--- src/rtl/cla_pkg.sv ---
// Shared types and helpers for the nibble-serial carry-lookahead add/subtract sequencer.
package cla_pkg;

  localparam int unsigned NIBBLE_W = 4;

  typedef enum logic [1:0] {
    StIdle,
    StRun,
    StDone
  } state_e;

  // Index width for a nibble counter; never narrower than one bit.
  function automatic int unsigned idx_width(input int unsigned n);
    return (n < 2) ? 1 : $clog2(n);
  endfunction

endpackage

--- src/rtl/carryadder.sv ---
// 4-bit carry-lookahead adder slice: all carries derived from generate/propagate in one level.
module carryadder (
  input  logic [3:0] a_i,
  input  logic [3:0] b_i,
  input  logic       cin_i,
  output logic [3:0] sum_o,
  output logic       cout_o
);

  logic [3:0] g;
  logic [3:0] p;
  logic [4:0] c;

  always_comb begin
    g    = a_i & b_i;
    p    = a_i ^ b_i;
    c[0] = cin_i;
    c[1] = g[0] | (p[0] & cin_i);
    c[2] = g[1] | (p[1] & g[0]) | (p[1] & p[0] & cin_i);
    c[3] = g[2] | (p[2] & g[1]) | (p[2] & p[1] & g[0]) | (p[2] & p[1] & p[0] & cin_i);
    c[4] = g[3] | (p[3] & g[2]) | (p[3] & p[2] & g[1]) | (p[3] & p[2] & p[1] & g[0])
         | (p[3] & p[2] & p[1] & p[0] & cin_i);
    sum_o  = p ^ c[3:0];
    cout_o = c[4];
  end

endmodule

--- src/rtl/cla_seq_adder.sv ---
// Multi-precision add/subtract sequencer: walks wide operands one nibble per cycle through
// a single shared carryadder slice, chaining the carry through a register.
module cla_seq_adder
  import cla_pkg::*;
#(
  parameter int unsigned NIBBLES = 4
) (
  input  logic                      clk,
  input  logic                      rst_n,
  input  logic                      in_valid,
  output logic                      in_ready,
  input  logic [NIBBLE_W*NIBBLES-1:0] a,
  input  logic [NIBBLE_W*NIBBLES-1:0] b,
  input  logic                      op_sub,
  output logic                      out_valid,
  input  logic                      out_ready,
  output logic [NIBBLE_W*NIBBLES-1:0] sum,
  output logic                      cout,
  output logic                      ovf
);

  localparam int unsigned W    = NIBBLE_W * NIBBLES;
  localparam int unsigned IdxW = idx_width(NIBBLES);

  state_e            state_q, state_d;
  logic [W-1:0]      a_q, a_d;
  logic [W-1:0]      b_q, b_d;     // B already inverted on subtract
  logic [W-1:0]      sum_q, sum_d;
  logic              carry_q, carry_d;
  logic              cout_q, cout_d;
  logic              ovf_q, ovf_d;
  logic [IdxW-1:0]   idx_q, idx_d;

  logic [NIBBLE_W-1:0] slice_a;
  logic [NIBBLE_W-1:0] slice_b;
  logic [NIBBLE_W-1:0] slice_sum;
  logic                slice_cout;
  logic                last_nibble;

  always_comb begin
    slice_a     = a_q[32'(idx_q) * NIBBLE_W +: NIBBLE_W];
    slice_b     = b_q[32'(idx_q) * NIBBLE_W +: NIBBLE_W];
    last_nibble = (idx_q == IdxW'(NIBBLES - 1));
  end

  carryadder u_carryadder (
    .a_i    (slice_a),
    .b_i    (slice_b),
    .cin_i  (carry_q),
    .sum_o  (slice_sum),
    .cout_o (slice_cout)
  );

  always_comb begin
    state_d = state_q;
    a_d     = a_q;
    b_d     = b_q;
    sum_d   = sum_q;
    carry_d = carry_q;
    cout_d  = cout_q;
    ovf_d   = ovf_q;
    idx_d   = idx_q;

    unique case (state_q)
      StIdle: begin
        if (in_valid) begin
          a_d     = a;
          b_d     = b ^ {W{op_sub}};
          carry_d = op_sub;
          idx_d   = '0;
          state_d = StRun;
        end
      end
      StRun: begin
        sum_d[32'(idx_q) * NIBBLE_W +: NIBBLE_W] = slice_sum;
        carry_d = slice_cout;
        if (last_nibble) begin
          cout_d  = slice_cout;
          // Like-signed operands producing an opposite-signed result.
          ovf_d   = (a_q[W-1] == b_q[W-1]) && (slice_sum[NIBBLE_W-1] != a_q[W-1]);
          state_d = StDone;
        end else begin
          idx_d = idx_q + 1'b1;
        end
      end
      StDone: begin
        if (out_ready) begin
          state_d = StIdle;
        end
      end
      default: state_d = StIdle;
    endcase
  end

  always_ff @(posedge clk or negedge rst_n) begin
    if (!rst_n) begin
      state_q <= StIdle;
      a_q     <= '0;
      b_q     <= '0;
      sum_q   <= '0;
      carry_q <= 1'b0;
      cout_q  <= 1'b0;
      ovf_q   <= 1'b0;
      idx_q   <= '0;
    end else begin
      state_q <= state_d;
      a_q     <= a_d;
      b_q     <= b_d;
      sum_q   <= sum_d;
      carry_q <= carry_d;
      cout_q  <= cout_d;
      ovf_q   <= ovf_d;
      idx_q   <= idx_d;
    end
  end

  assign in_ready  = (state_q == StIdle);
  assign out_valid = (state_q == StDone);
  assign sum       = sum_q;
  assign cout      = cout_q;
  assign ovf       = ovf_q;

endmodule

--- config.mk ---
export PLATFORM = sky130hd
export DESIGN_NAME = cla_seq_adder
export DESIGN_NICKNAME = d
export VERILOG_FILES = /design/src/rtl/cla_pkg.sv /design/src/rtl/carryadder.sv /design/src/rtl/cla_seq_adder.sv
export SDC_FILE = /design/constraint.sdc
export NUM_CORES = 1
export LEC_CHECK = 0
export BUFFER_PORTS_ARGS = -buffer_cell sky130_fd_sc_hd__buf_2
export CORE_ASPECT_RATIO = 2
export CORE_MARGIN = 3
export CORE_UTILIZATION = 25
export DETAILED_ROUTE_END_ITERATION = 6
export GPL_TIMING_DRIVEN = 0
export SLEW_MARGIN = 10
export SYNTH_ARGS = -nofsm -noshare
export SYNTH_HDL_FRONTEND = slang
export SYNTH_SLANG_ARGS = --single-unit
export TNS_END_PERCENT = 5
--- constraint.sdc ---
create_clock -name clk -period 3.1 [get_ports clk]
set_input_delay 0.465 -clock clk [delete_from_list [all_inputs] [get_ports clk]]
set_output_delay 0.465 -clock clk [all_outputs]
set_load 0.01 [all_outputs]
==> impl_metrics.py, run 1 <==
metrics = {
    "run_status": {
        "status": "complete, no violations",
    },
    "yosys": {
        "syn_nets": 282,
        "yosysUniqueCellTypes": 39,
        "synth_top_cell_area_share": 0.493,
        "yosysSeqAreaShare": 0.493,
        "synthFlopType": "dfrtp_1",
        "ys_warn_count": 0,
        "synthTopCellsByArea": "dfrtp_1 (49%), mux2_1 (6.4%), mux4_2 (6.4%)",
        "synth_top_area_cell": "dfrtp_1",
        "synth-seq-cells": 55,
        "synthCells": 233,
        "synth_area_um2": 2790,
        "synth_edf_count": 0,
        "avgSynthCellArea_um2": 12.0,
        "synthArstFlopShare": 1.00,
    },
    "sta": {
        "worstMarginPinSlew_ns": 0.692,
        "slew_headroom": 0.538,
        "hold_viol": 0,
        "setup_viol": 0,
        "final_max_slew_viol_count": 0,
        "min_period_over_period": 0.892,
        "rsz0062_at_grt": "false",
        "fmaxAchievable_mhz": 362,
        "fin_tns_setup_ns": 0,
        "min_period_ns": 2.76,
        "fin_skew_ns": 0.00504,
    },
    "critical_path": {
        "crit_fanout": 10,
        "cp-end-kind": "flip-flop",
        "cp-start-kind": "flip-flop",
        "arrival_ns": 2.99,
        "crit_type": "reg2reg",
        "cp_data_required_time_ns": 3.33,
    },
    "pwr": {
        "ir_drop_mv": 0.507,
        "intPower_mw": 2.34,
        "clock_power_share": 0.153,
        "sw_frac_of_total": 0.425,
        "power.switching_mw": 1.73,
        "total_power_mw": 4.07,
        "p_leak_nw": 1.56,
        "comb_power_share": 0.544,
        "powerDensity_nw_per_um2": 1190,
        "pwr-share-seq": 0.302,
    },
    "grt": {
        "track_usage": 0.112,
        "grt_pass1_wl_um": 10700,
        "grt_max_degree": 56,
        "grt_overflow_total": 0,
        "antenna_found_initial": 0,
        "grt_pass1_vias": 2141,
    },
    "final_layout": {
        "n_antenna_cell": 0,
        "areaGrowthSynthToFinish_pct": 22.2,
        "fill_cells": 1163,
        "register_area_um2": 1380,
        "multi_input_area_um2": 1320,
        "nets": 344,
        "final_cell_mix": "buf_2 (59), dfrtp_1 (55), nor2_1 (23)",
        "drive_gt1_frac": 0.315,
        "final_common_cell": "buf_2",
    },
    "cts": {
        "hold_buffers": 0,
        "cts_tree": "built",
        "cts-htree-levels": 2,
        "root_buffer": "clkbuf_16",
        "cts_setup_buffers": 0,
        "clkTransAtPathRegs_ns": 0.07,
        "cts_buffer_depth": 2,
        "clk_latency_ns": 0.29,
        "cts_resized": 0,
        "clock-sinks": 55,
        "cts_buffers": 5,
    },
    "routing": {
        "drc": 0,
        "vias_per_cell": 4.49,
        "routed_wl_um": 6520,
        "ant_nets": 0,
        "drt_iter0_drc": 55,
        "routed-via-count": 1954,
        "dr.pass1.iters": 4,
        "wl_per_cell_um": 15.0,
    },
    "floorplanning": {
        "pin_count": 57,
        "rows": 54,
        "die_width_um": 80.8,
        "start_util": 0.255,
        "fp.dieArea_um2": 12600,
        "fp.dieH_um": 156,
        "core-area_um2": 10900,
    },
    "hold_path": {
        "hp-class": "in2async",
    },
    "placed_design": {
        "dp_hpwl_um": 5160,
        "io_buffers": 55,
        "gp_congestion": 0.761,
    },
    "run": {
        "cap_violations": 0,
    },
}
==> registers in the layout, summed over array words and instances, names as in the netlist <==
name / flops
state_q: 2
cout: 1
idx_q: 2
ovf: 1
a_q: 16
sum: 16
b_q: 16
carry_q: 1
==> synthesized netlist by cell type, types with 3 or more instances <==
cell and number:
dfrtp_1 55, nor2_1 23, a21oi_1 20, xnor2_1 18, mux2_1 16, nand2_1 14
a22o_1 11, ha_1 11, mux4_2 8, inv_1 7, buf_4 6, buf_2 5
o31ai_1 5, nand2_2 3, nand3_1 3, o21ai_0 3
==> kinds of logic (layout without fill, tap and decap cells) <==
kind of cell	after synthesis	count (layout)	synth area share
fa+ha+maj	12	12	0.0564
simple gates	54	54	0.0949
mux	26	26	0.137
compound gates	48	48	0.121
flops	55	55	0.493
buf+inv	19	81	0.0385
xor+xnor	19	19	0.0596
==> worst max-delay path, cell delays in order, from the launching register on <==
cell     delay [ns]
dfrtp_1        0.39
buf_2          0.23
buf_4          0.27
mux4_2         0.56
ha_1           0.36
a41oi_1        0.25
o21ai_2        0.14
xor2_2         0.32
a22o_1         0.19
==> power by group through the flow <==
stage	Combinational [mW]	Clock (mW)	Sequential [mW]
CTS	2.24	0.648	1.23
finish	2.21	0.624	1.23
global placement	2.15	0	1.22
detailed placement	2.23	0	1.25
global route	2.49	0.674	1.28
floorplan	1.56	0	1.23
==> through the flow <==
stage          instance area [um^2]  utilization  setup WS (ns)  instances  hold slack [ns]
6_report                       3410        0.312          0.336        435            0.223
5_1_grt                        3410        0.312          0.103        435            0.282
4_1_cts                        3400        0.311         0.0967        435            0.359
3_5_place_dp                   3240        0.296          0.115        428            0.458
3_3_place_gp                   3240        0.296          0.172        428            0.460
2_1_floorplan                  2790            -          0.664        233            0.169
==> area by class of cell <==
type                    count  area share
multi-input cells         159       0.386
clock inverters             1     0.00880
flip-flops and latches     55       0.403
well taps                 140      0.0513
plain buffers              12      0.0238
clock buffers               6      0.0378
inverters                   7     0.00770
repair buffers             55      0.0814
==> routing by layer <==
layer,track usage,up-vias,wire [um]
li1,-,947,-
met1,0.115,951,2260
met2,0.216,48,3850
met3,0.0174,8,253
met4,0.0483,0,153
met5,0,-,0
==> worst paths after layout <==
path,from,to,slack (ns),cells after the start
max in group asynchronous,rst_n,sum[11],2.42,1
min in group clk,out_ready,state_q[1],0.36,2
min,rst_n,sum[4],0.22,1
max reg2reg,idx_q[0],sum[11],0.34,8
max,idx_q[0],sum[11],0.34,8
min reg2reg,sum[4],sum[4],0.47,2
Power figures use the tool's default switching activity.
==> inputs of run 2 (changes only) <==
--- a/config.mk
+++ b/config.mk
@@ -6,7 +6,6 @@
 export NUM_CORES = 1
 export LEC_CHECK = 0
 export BUFFER_PORTS_ARGS = -buffer_cell sky130_fd_sc_hd__buf_2
-export CORE_ASPECT_RATIO = 2
 export CORE_MARGIN = 3
 export CORE_UTILIZATION = 25
 export DETAILED_ROUTE_END_ITERATION = 6
==> run 2 against run 1 <==
Compared with the run above:
- fmax decreased by 1.2%
- cell count decreased by 0.92%
- largest power group unchanged
- highest routed layer unchanged
- combinational power about the same
- worst hold slack got worse by 0.029 ns
- sequential power about the same
- non-clock buffer count unchanged
- clock power decreased by 25%
- global-route usage decreased by 0.79 points
- count of clock-buffer cells in the layout unchanged
==> impl_metrics.py, run 2 (synthesized netlist as in run 1, its figures left out) <==
metrics = {
    "cts": {
        "clkTransAtPathRegs_ns": 0.10,
        "hold_buffers": 0,
        "clock-sinks": 55,
        "clk_latency_ns": 0.30,
        "cts_tree": "built",
        "cts_buffer_depth": 2,
        "root_buffer": "clkbuf_8",
        "cts_buffers": 5,
        "cts-htree-levels": 2,
    },
    "floorplanning": {
        "die_width_um": 112,
        "fp.dieArea_um2": 12500,
        "fp.dieH_um": 112,
        "start_util": 0.264,
        "core-area_um2": 10600,
        "pin_count": 57,
        "rows": 37,
    },
    "routing": {
        "wl_per_cell_um": 14.9,
        "drc": 0,
        "routed-via-count": 1959,
        "routed_wl_um": 6420,
        "vias_per_cell": 4.55,
        "dr.pass1.iters": 4,
        "ant_nets": 0,
        "drt_iter0_drc": 60,
    },
    "sta": {
        "worstMarginPinSlew_ns": 0.718,
        "min_period_over_period": 0.902,
        "rsz0062_at_grt": "false",
        "fmaxAchievable_mhz": 358,
        "whs_ns": 0.195,
        "fin_tns_setup_ns": 0,
        "setup_viol": 0,
        "hold_viol": 0,
        "min_period_ns": 2.80,
        "setup_ws_ns": 0.303,
        "final_max_slew_viol_count": 0,
        "slew_headroom": 0.521,
        "fin_skew_ns": 0.00987,
    },
    "pwr": {
        "total_power_mw": 3.92,
        "clock_power_share": 0.119,
        "powerDensity_nw_per_um2": 1170,
        "sw_frac_of_total": 0.439,
        "ir_drop_mv": 0.462,
        "power.switching_mw": 1.72,
        "pwr-share-seq": 0.312,
        "p_leak_nw": 1.53,
        "comb_power_share": 0.569,
        "intPower_mw": 2.20,
    },
    "grt": {
        "top_usage_layer": "met2",
        "grtUsageMet1": 0.132,
        "gr-usage-met3": 0.0250,
        "antenna_found_initial": 0,
        "grt_pass1_wl_um": 10500,
        "grt_pass1_vias": 2076,
        "grt_overflow_total": 0,
        "track_usage": 0.104,
        "grt_max_degree": 56,
        "grt_use_met2": 0.179,
    },
    "critical_path": {
        "crit_type": "reg2reg",
        "crit_path_top_delay_cell": "mux4_2",
        "reg2reg_from": "idx_q[0]",
        "cp-start-kind": "flip-flop",
        "path_cells": "buf_2, buf_4, mux4_2, fa_1, xnor2_1, inv_1, a22o_1",
        "arrival_ns": 2.99,
        "r2r_cells": 7,
        "cp_slowest_stage_delay_ns": 0.59,
        "critical_path.startpoint": "idx_q[0]",
        "cp_data_required_time_ns": 3.30,
        "crit_fanout": 10,
        "cp-end-kind": "flip-flop",
    },
    "final_layout": {
        "finalNonFillerCells": 431,
        "fill_cells": 1076,
        "nets": 344,
        "final_cell_area_um2": 3350,
        "drive_gt1_frac": 0.315,
        "final_util": 0.316,
        "areaGrowthSynthToFinish_pct": 20.0,
        "final_cell_mix": "buf_2 (59), dfrtp_1 (55), nor2_1 (23)",
        "final_common_cell": "buf_2",
        "n_antenna_cell": 0,
    },
    "placed_design": {
        "io_buffers": 55,
        "placed_area_um2": 3240,
        "gp_congestion": 0.767,
        "dpl.cell_count": 424,
        "dp_hpwl_um": 4810,
        "pre_cts_ws_ns": 0.142,
    },
    "run": {
        "cap_violations": 0,
    },
    "run_status": {
        "status": "complete, no violations",
    },
    "hold_path": {
        "hp-class": "in2async",
    },
}
-- run 2: changes by cell type in the layout (fill, tap and decap cells not counted) --
cell	delta
clkbuf_16	-5
clkbuf_8	+5
-- run 2: final timing paths --
kind | slack (ns) | end
setup / recovery | 0.30 | sum[13]
min in group clk | 0.36 | state_q[1]
hold / removal | 0.19 | sum[6]
hold reg to reg | 0.48 | sum[12]
max in group asynchronous | 2.41 | a_q[5]
setup reg to reg | 0.30 | sum[13]
-- run 2: power by group through the flow --
stage                     Sequential (mW)  Clock (mW)  Combinational (mW)
after floorplan                      1.23           0                1.56
after global routing                 1.27       0.510                2.48
after CTS                            1.23       0.485                2.23
after global placement               1.23           0                2.16
after detailed placement             1.25           0                2.23
final                                1.22       0.469                2.23
-- run 2: worst max-delay path: cells and delay by family, from the launching register on --
| family | cells | cell delay [ns] |
|---|---|---|
| compound gates | 1 | 0.21 |
| xor+xnor | 1 | 0.45 |
| fa+ha+maj | 1 | 0.43 |
| buf+inv | 3 | 0.58 |
| flops | 1 | 0.43 |
| mux | 1 | 0.59 |
-- run 2: what timing repair did --
action | 4_1_cts | 5_1_grt
gates resized for setup | 0 | 1
buffers inserted | 0 | 0
setup endpoints to repair | 0 | 4
-- run 2: cell type report --
cell class | instances | area (um^2) | share of cell area
clock inverters | 1 | 30.0 | 0.00896
repair buffers | 55 | 278 | 0.0829
flip-flops and latches | 55 | 1380 | 0.411
multi-input cells | 159 | 1320 | 0.393
well taps | 136 | 170 | 0.0508
inverters | 7 | 26.3 | 0.00784
clock buffers | 6 | 72.6 | 0.0216
plain buffers | 12 | 81.3 | 0.0243
-- run 2: metal layers --
| metal | wire length (um) | part of all wire | vias to the layer above |
|---|---|---|---|
| li1 | - | - | 941 |
| met1 | 2830 | 0.44 | 960 |
| met2 | 3190 | 0.50 | 52 |
| met3 | 317 | 0.049 | 6 |
| met4 | 76 | 0.012 | 0 |
| met5 | 0 | 0 | - |
